$ cat src/rtl/uartrx_parity.sv
// Odd-parity UART receiver: 8 data bits LSB first, one parity bit, one stop bit.
// It samples each bit at mid-period using a clock-enable counter in the clk domain.
module uartrx_parity #(
    parameter int unsigned clk_freq  = 1000000,
    parameter int unsigned baud_rate = 9600
) (
    input  logic       clk,
    input  logic       rst,
    input  logic       rx,
    output logic [7:0] rx_data,
    output logic       donerx,
    output logic       parity_err,
    output logic       frame_err,
    output logic       busy
);
    localparam int unsigned clkcount = clk_freq / baud_rate;
    localparam int unsigned CNT_W    = $clog2(clkcount);
    localparam logic [CNT_W-1:0] CNT_HALF = CNT_W'(clkcount / 2 - 1);
    localparam logic [CNT_W-1:0] CNT_LAST = CNT_W'(clkcount - 1);

    typedef enum logic [2:0] {
        S_IDLE,
        S_START,
        S_DATA,
        S_PARITY,
        S_STOP,
        S_BRK
    } state_e;

    state_e           state_q, state_d;
    logic [CNT_W-1:0] cnt_q, cnt_d;
    logic [2:0]       bitidx_q, bitidx_d;
    logic [7:0]       shift_q, shift_d;
    logic             par_q, par_d;
    logic [7:0]       rx_data_q, rx_data_d;
    logic             done_q, done_d;
    logic             perr_q, perr_d;
    logic             ferr_q, ferr_d;
    logic             busy_q, busy_d;
    logic             rx_meta_q, rx_s_q;

    // Two-flop synchronizer; it resets to the idle-high line level.
    always_ff @(posedge clk or negedge rst) begin
        if (!rst) begin
            rx_meta_q <= 1'b1;
            rx_s_q    <= 1'b1;
        end else begin
            rx_meta_q <= rx;
            rx_s_q    <= rx_meta_q;
        end
    end

    always_ff @(posedge clk or negedge rst) begin
        if (!rst) begin
            state_q   <= S_IDLE;
            cnt_q     <= '0;
            bitidx_q  <= '0;
            shift_q   <= '0;
            par_q     <= 1'b0;
            rx_data_q <= '0;
            done_q    <= 1'b0;
            perr_q    <= 1'b0;
            ferr_q    <= 1'b0;
            busy_q    <= 1'b0;
        end else begin
            state_q   <= state_d;
            cnt_q     <= cnt_d;
            bitidx_q  <= bitidx_d;
            shift_q   <= shift_d;
            par_q     <= par_d;
            rx_data_q <= rx_data_d;
            done_q    <= done_d;
            perr_q    <= perr_d;
            ferr_q    <= ferr_d;
            busy_q    <= busy_d;
        end
    end

    always_comb begin
        state_d   = state_q;
        cnt_d     = cnt_q + CNT_W'(1);
        bitidx_d  = bitidx_q;
        shift_d   = shift_q;
        par_d     = par_q;
        rx_data_d = rx_data_q;
        done_d    = 1'b0;
        perr_d    = perr_q;
        ferr_d    = ferr_q;
        case (state_q)
            S_IDLE: begin
                cnt_d = '0;
                if (!rx_s_q) state_d = S_START;
            end
            S_START: begin
                // A line that is high again at half a bit period was a glitch, not a start bit.
                if (cnt_q == CNT_HALF) begin
                    cnt_d    = '0;
                    bitidx_d = '0;
                    state_d  = rx_s_q ? S_IDLE : S_DATA;
                end
            end
            S_DATA: begin
                if (cnt_q == CNT_LAST) begin
                    cnt_d            = '0;
                    shift_d[bitidx_q] = rx_s_q;
                    bitidx_d         = bitidx_q + 3'd1;
                    if (bitidx_q == 3'd7) state_d = S_PARITY;
                end
            end
            S_PARITY: begin
                if (cnt_q == CNT_LAST) begin
                    cnt_d   = '0;
                    par_d   = rx_s_q;
                    state_d = S_STOP;
                end
            end
            S_STOP: begin
                if (cnt_q == CNT_LAST) begin
                    cnt_d     = '0;
                    rx_data_d = shift_q;
                    perr_d    = ~(^{shift_q, par_q});
                    ferr_d    = ~rx_s_q;
                    done_d    = 1'b1;
                    state_d   = rx_s_q ? S_IDLE : S_BRK;
                end
            end
            S_BRK: begin
                cnt_d = '0;
                if (rx_s_q) state_d = S_IDLE;
            end
            default: begin
                cnt_d   = '0;
                state_d = S_IDLE;
            end
        endcase
        busy_d = (state_d != S_IDLE);
    end

    assign rx_data    = rx_data_q;
    assign donerx     = done_q;
    assign parity_err = perr_q;
    assign frame_err  = ferr_q;
    assign busy       = busy_q;

endmodule

$ cat config.mk
export PLATFORM = sky130hd
export DESIGN_NAME = uartrx_parity
export DESIGN_NICKNAME = d
export VERILOG_FILES = /design/src/rtl/uartrx_parity.sv
export SDC_FILE = /design/constraint.sdc
export NUM_CORES = 1
export LEC_CHECK = 0
export BUFFER_PORTS_ARGS = -buffer_cell sky130_fd_sc_hd__buf_2
export CAP_MARGIN = 30
export CORE_MARGIN = 8
export CORE_UTILIZATION = 52
export CTS_CLUSTER_DIAMETER = 40
export DETAILED_ROUTE_END_ITERATION = 7
export PLACE_DENSITY_LB_ADDON = 0.25
export SLEW_MARGIN = 20
export SYNTH_ARGS = -nofsm -noshare
export SYNTH_HDL_FRONTEND = slang
export SYNTH_SLANG_ARGS = --single-unit
export TNS_END_PERCENT = 5
$ cat constraint.sdc
create_clock -name clk -period 1.81 [get_ports clk]
set_input_delay 0.0905 -clock clk [delete_from_list [all_inputs] [get_ports clk]]
set_output_delay 0.0905 -clock clk [all_outputs]
set_load 0.02 [all_outputs]
==> results.py, run 1 <==
metrics = {
    "critical_path": {
        "endpoint_kind": "register",
        "cp.required_ps": 2040,
        "r2r_cells": 4,
        "cp_slowest_cell": "dfrtp_2",
        "arrival_ps": 2020,
        "rr_startpoint": "cnt_q[4]",
        "crit_chain": "or3b_4, nor4_4, nand3_1, mux2_4",
        "crit_type": "register to register",
        "r2r_end": "shift_q[4]",
        "cp_max_fo": 4,
        "r2r_slack_ps": 20,
        "crit_path_start_kind": "register",
        "slowest_delay_ps": 440,
    },
    "timing": {
        "clock_skew_ps": 12.5,
        "slew_headroom_pct": 48.8,
        "fin_crit_sh_pct": 99.2,
        "setup_viol": 0,
        "worst_pin_slew_ps": 768,
        "fin_crit_ps": 1790,
        "slew_violations": 0,
        "hold_ws_ps": 354,
        "worst_slack_ps": 15.3,
        "rsz0062_at_grt": "true",
        "finalHoldViolCount": 0,
        "fmax_mhz": 557,
    },
    "placement": {
        "post-place-ws_ps": 22.4,
        "port_buffers": 14,
        "place_hpwl_um": 2430,
        "routabilityCongestion": 0.917,
        "placedCellCount": 217,
    },
    "floorplanning": {
        "initial_utilization_pct": 53.1,
        "die_area_mm2": 0.00547,
        "core_mm2": 0.00328,
        "ios": 15,
        "die-height_um": 73.9,
        "die_w_um": 73.9,
        "rows": 21,
    },
    "cts": {
        "clock_latency_ps": 350,
        "cts_sinks": 36,
        "cts_max_level": 2,
        "cts_buffers": 5,
        "clockBufferDepth": 2,
        "clkTransAtPathRegs_ps": 110,
        "cts_tree": "built",
        "cts_root_buf": "clkbuf_4",
    },
    "logic_synthesis": {
        "postSynthCellCount": 149,
        "ys_types": 41,
        "synth_top_flop_cell": "dfrtp_1",
        "yosysSeqAreaShare_pct": 51.8,
        "ys_ff_latch": 36,
        "ys_warn_count": 0,
        "synth_area_leaders": "dfrtp_1 49%, mux2_1 12%, dfstp_2 3.0%, xnor2_1 3.0%, nand3_1 2.9%",
        "synth.most_common_cell": "dfrtp_1",
        "netlist.area_leader.share_pct": 48.7,
        "yosys.area.top_type": "dfrtp_1",
        "avgSynthCellArea_um2": 11.7,
        "syn_area_mm2": 0.00175,
        "synth_commonest_cells": "34 x dfrtp_1, 18 x mux2_1, 10 x nand3_1, 8 x a21oi_1",
        "synth_enable_flop_cells": 0,
        "synth_nets": 155,
        "synthArstFlopShare_pct": 100,
    },
    "final_layout": {
        "diodes": 0,
        "drive_gt1_share_pct": 30.8,
        "nets": 191,
        "fillers": 271,
        "final_cells": 231,
        "areaGrowthSynthToFinish_pct": 21.0,
    },
    "power_and_ir_drop": {
        "p_seq_share_pct": 62.1,
        "swShare_pct": 21.0,
        "combPwrFrac_pct": 1.5,
        "clkPwrFrac_pct": 36.4,
        "power.leakage_nw": 1.04,
        "peakVddDrop_v": 0.000424,
        "switchingPower_w": 0.000275,
        "p_int_w": 0.00103,
        "pwr_density_cell_mw_per_mm2": 619,
    },
    "routing": {
        "first_pass_iters": 4,
        "ant_nets": 0,
        "wirelength_um": 3460,
        "vias": 1256,
        "wire_per_inst_um": 15.0,
        "drc": 0,
        "drtIter0Drc": 76,
        "via_per_inst": 5.44,
    },
    "min_path": {
        "hp-class": "input pin to async pin",
    },
    "global_routing": {
        "grt-ovfl-total": 0,
        "grt_pass1_vias": 1222,
        "grt_pass1_wl_um": 5520,
        "grt_max_degree": 37,
        "antenna_found_initial": 0,
        "grt_util_all_layers_pct": 13.5,
    },
    "run_status": {
        "status": "complete, no violations",
    },
    "job": {
        "maxCapViolCount": 0,
    },
}
worst max path at each step:
| stage | slack (ps) | start | to |
|---|---|---|---|
| floorplan | 90 | cnt_q[0] | bitidx_q[0] |
| global placement | 70 | cnt_q[4] | shift_q[0] |
| detailed placement | 20 | cnt_q[4] | shift_q[4] |
| CTS | 1 | cnt_q[4] | shift_q[4] |
| global route | -80 | cnt_q[4] | shift_q[4] |
| finish | 20 | cnt_q[4] | shift_q[4] |
critical path, delay by kind of cell, from the launching register on:
family / cells / cell delay, ps
multiplexers: 1 / 330
flip-flops: 1 / 440
AND/OR/NAND/NOR: 3 / 910
registers in the layout (all words and copies together), names as in the netlist, 3 cells and up:
register  count
bitidx_q      3
rx_data       8
state_q       3
shift_q       8
cnt_q         7
cell type report:
type / instances / area, um^2 / share of cell area, %
flip-flops and latches: 36 / 906 / 42.9
well taps: 46 / 57.6 / 2.73
repair buffers: 33 / 218 / 10.3
multi-input cells: 102 / 840 / 39.8
clock buffers: 7 / 65.1 / 3.08
inverters: 7 / 26.3 / 1.24
cell families (layout without fill, tap and decap cells):
logic type,Yosys count,after routing,share of synthesized area [%]
DFF,36,36,51.8
buffers and inverters,11,47,2.44
and+or+nand+nor,44,44,15.8
AOI/OAI and AO/OA,22,22,7.67
xor gates and xnor gates,12,12,6.81
adders and majority gates,3,3,2.15
muxes,21,21,13.4
cells in the final DEF, fill, tap and decap left out, drive strengths merged, types with 5 or more instances in the layout:
cell and n:
nand2 5, mux2 19, nand3 10, nor3 5, xnor2 6, buf 31, clkbuf 7, o21ai 7
xor2 5, inv 7, dfrtp 34, a21oi 8
what timing repair did:
action,in CTS,in global routing
endpoints found under the setup margin,0,20
hold buffers,2,0
resized for setup,0,11
buffers inserted,0,5
hold endpoints to repair,35,0
stage by stage:
| stage | TNS (ps) | area, um^2 | utilization (%) | power, W |
|---|---|---|---|---|
| after global placement | 0 | 1950 | 59.3 | 0.000845 |
| after CTS | 0 | 2030 | 61.9 | 0.00132 |
| after floorplan | 0 | 1750 | - | 0.000827 |
| final | 0 | 2110 | 64.3 | 0.00131 |
| after detailed placement | 0 | 1950 | 59.3 | 0.000846 |
| after global routing | -311 | 2110 | 64.3 | 0.00135 |
power by group through the flow:
stage	combinational, W	clock, W	sequential [W]
finish	0.0000198	0.000476	0.000812
global route	0.0000237	0.000513	0.000813
CTS	0.0000211	0.000486	0.000812
detailed placement	0.0000179	0	0.000828
global placement	0.0000171	0	0.000828
floorplan	0.00000233	0	0.000825
metal layers:
metal	up-vias	share of wire, %	routed length (um)	GRT usage, %
li1	607	-	-	-
met1	610	42	1460	16.2
met2	31	50	1740	21.4
met3	8	5.7	198	2.96
met4	0	1.8	63	8.65
met5	-	0	0	0
(Power assumes the default switching activity.)
==> run 2, diff against run 1 <==
CORE_UTILIZATION = 60   (was 52)
PLACE_DENSITY = 0.8   (was not set)
PLACE_DENSITY_LB_ADDON = not set   (was 0.25)
clock period = 2.3 ns   (was 1.81 ns; I/O delays follow)
==> run 2 against run 1 <==
Global-route usage is 1.0 points higher. Total power is 23% lower. Maximum frequency is 6.8% lower. Critical path depth is 1 higher. Routed wire length is 4.4% lower. Final area is 8.9% lower. Critical path type unchanged. Critical endpoint is now bitidx_q[0]. Largest power group unchanged.
==> results.py, run 2 (synthesis results as in run 1) <==
metrics = {
    "run_status": {
        "status": "complete, no violations",
    },
    "global_routing": {
        "grt_pass1_wl_um": 5880,
        "grt_pass1_vias": 1258,
        "grt_max_degree": 37,
        "antenna_found_initial": 0,
        "grt-ovfl-total": 0,
        "grt_util_all_layers_pct": 14.5,
    },
    "critical_path": {
        "r2r_cells": 5,
        "crit_type": "register to register",
        "r2r_end": "bitidx_q[0]",
        "endpoint_kind": "register",
        "worstSetupStartpoint": "cnt_q[0]",
        "cp.required_ps": 2530,
        "rr_startpoint": "cnt_q[0]",
        "cp_max_fo": 6,
        "r2r_slack_ps": 370,
        "cp-endpoint": "bitidx_q[0]",
        "arrival_ps": 2150,
        "crit_path_start_kind": "register",
    },
    "routing": {
        "wire_per_inst_um": 16.5,
        "first_pass_iters": 4,
        "ant_nets": 0,
        "wirelength_um": 3310,
        "drtIter0Drc": 50,
        "vias": 1236,
        "via_per_inst": 6.15,
        "drc": 0,
    },
    "floorplanning": {
        "die-height_um": 69.9,
        "ios": 15,
        "die_area_mm2": 0.00489,
        "initial_utilization_pct": 63.3,
        "rows": 19,
        "core_mm2": 0.00276,
        "die_w_um": 69.9,
    },
    "cts": {
        "cts_buffers": 5,
        "cts.repair.resized": 0,
        "clockBufferDepth": 2,
        "clkTransAtPathRegs_ps": 110,
        "cts_root_buf": "clkbuf_4",
        "clock_latency_ps": 340,
        "cts_max_level": 2,
        "cts_sinks": 36,
        "cts_tree": "built",
    },
    "timing": {
        "clock_skew_ps": 10.3,
        "fin_crit_sh_pct": 83.7,
        "worst_pin_slew_ps": 759,
        "fin_crit_ps": 1930,
        "fmax_mhz": 519,
        "setup_viol": 0,
        "slew_violations": 0,
        "tns_ps": 0,
        "rsz0062_at_grt": "false",
        "finalHoldViolCount": 0,
        "slew_headroom_pct": 49.4,
    },
    "final_layout": {
        "areaGrowthSynthToFinish_pct": 10.3,
        "mostFrequentLayoutCell": "dfrtp_1",
        "nets": 175,
        "final_cell_mix": "34 x dfrtp_1, 18 x mux2_1, 14 x buf_2",
        "diodes": 0,
        "drive_gt1_share_pct": 17.1,
    },
    "power_and_ir_drop": {
        "power.leakage_nw": 0.954,
        "pwr_density_cell_mw_per_mm2": 522,
        "fin_total_pwr_w": 0.00100,
        "peakVddDrop_v": 0.000448,
    },
    "placement": {
        "port_buffers": 14,
        "place_hpwl_um": 2360,
        "routabilityCongestion": 0.936,
    },
    "job": {
        "maxCapViolCount": 0,
    },
    "min_path": {
        "hp-class": "register to register",
    },
}
-- run 2: cell types whose count changed in the layout (fill, tap and decap cells not counted), moves of 2 or more --
cell / before / now
mux2_4: 2 / 0
clkbuf_1: 0 / 2
nor3_1: 2 / 5
dfrtp_2: 2 / 0
dfrtp_1: 32 / 34
nor3_2: 3 / 0
buf_4: 17 / 1
mux2_1: 16 / 18
-- run 2: stage by stage --
| stage | std cells | cell area, um^2 | hold WS (ps) | util [%] | setup slack [ps] |
|---|---|---|---|---|---|
| 6_report | 201 | 1920 | 362 | 69.8 | 374 |
| 5_1_grt | 201 | 1920 | 365 | 69.8 | 228 |
| 4_1_cts | 201 | 1920 | 363 | 69.8 | 377 |
| 3_5_place_dp | 191 | 1850 | 224 | 66.9 | 415 |
| 3_3_place_gp | 191 | 1850 | 216 | 66.9 | 485 |
| 2_1_floorplan | 149 | 1750 | -181 | - | 582 |
-- run 2: worst min-delay path by stage --
stage               cells past startpoint  startpoint  slack [ps]          end
CTS                                     0   rx_meta_q         360       rx_s_q
floorplan                               0         rst        -180  bitidx_q[0]
finish                                  0   rx_meta_q         360       rx_s_q
global placement                        1         rst         220   rx_data[4]
detailed placement                      1          rx         220    rx_meta_q
global route                            0   rx_meta_q         370       rx_s_q
-- run 2: layout make-up --
cell class	instances	area (um^2)
tap	31	38.8
multi-input combinational	102	800
sequential	36	903
timing repair buffer	17	97.6
inverter	7	26.3
fill	204	833
clock buffer	8	58.8
-- run 2: layer usage --
metal | vias to the layer above | track usage, % | wire length [um]
met5 | - | 0 | 0
met4 | 0 | 7.59 | 79
met3 | 7 | 5.08 | 235
met2 | 44 | 21.9 | 1530
met1 | 602 | 17.9 | 1470
li1 | 583 | - | -
-- run 2: repair_timing --
| item | 4_1_cts | 5_1_grt |
|---|---|---|
| hold endpoints to repair | 35 | 0 |
| setup buffers | 0 | 0 |
| hold buffers | 2 | 0 |
-- run 2: power by group --
group	internal, W	leakage (nW)	switching, W
registers	0.000636	0.476	0.00000344
clock network	0.000151	0.0326	0.000199
logic	0.00000357	0.445	0.0000118
-- run 2: worst max-delay path, stage by stage (launching register included) --
cell and delay (ps):
dfrtp_1 390, ha_1 260, nand3_1 270, nor4_1 310
o21a_1 230, mux2_1 340
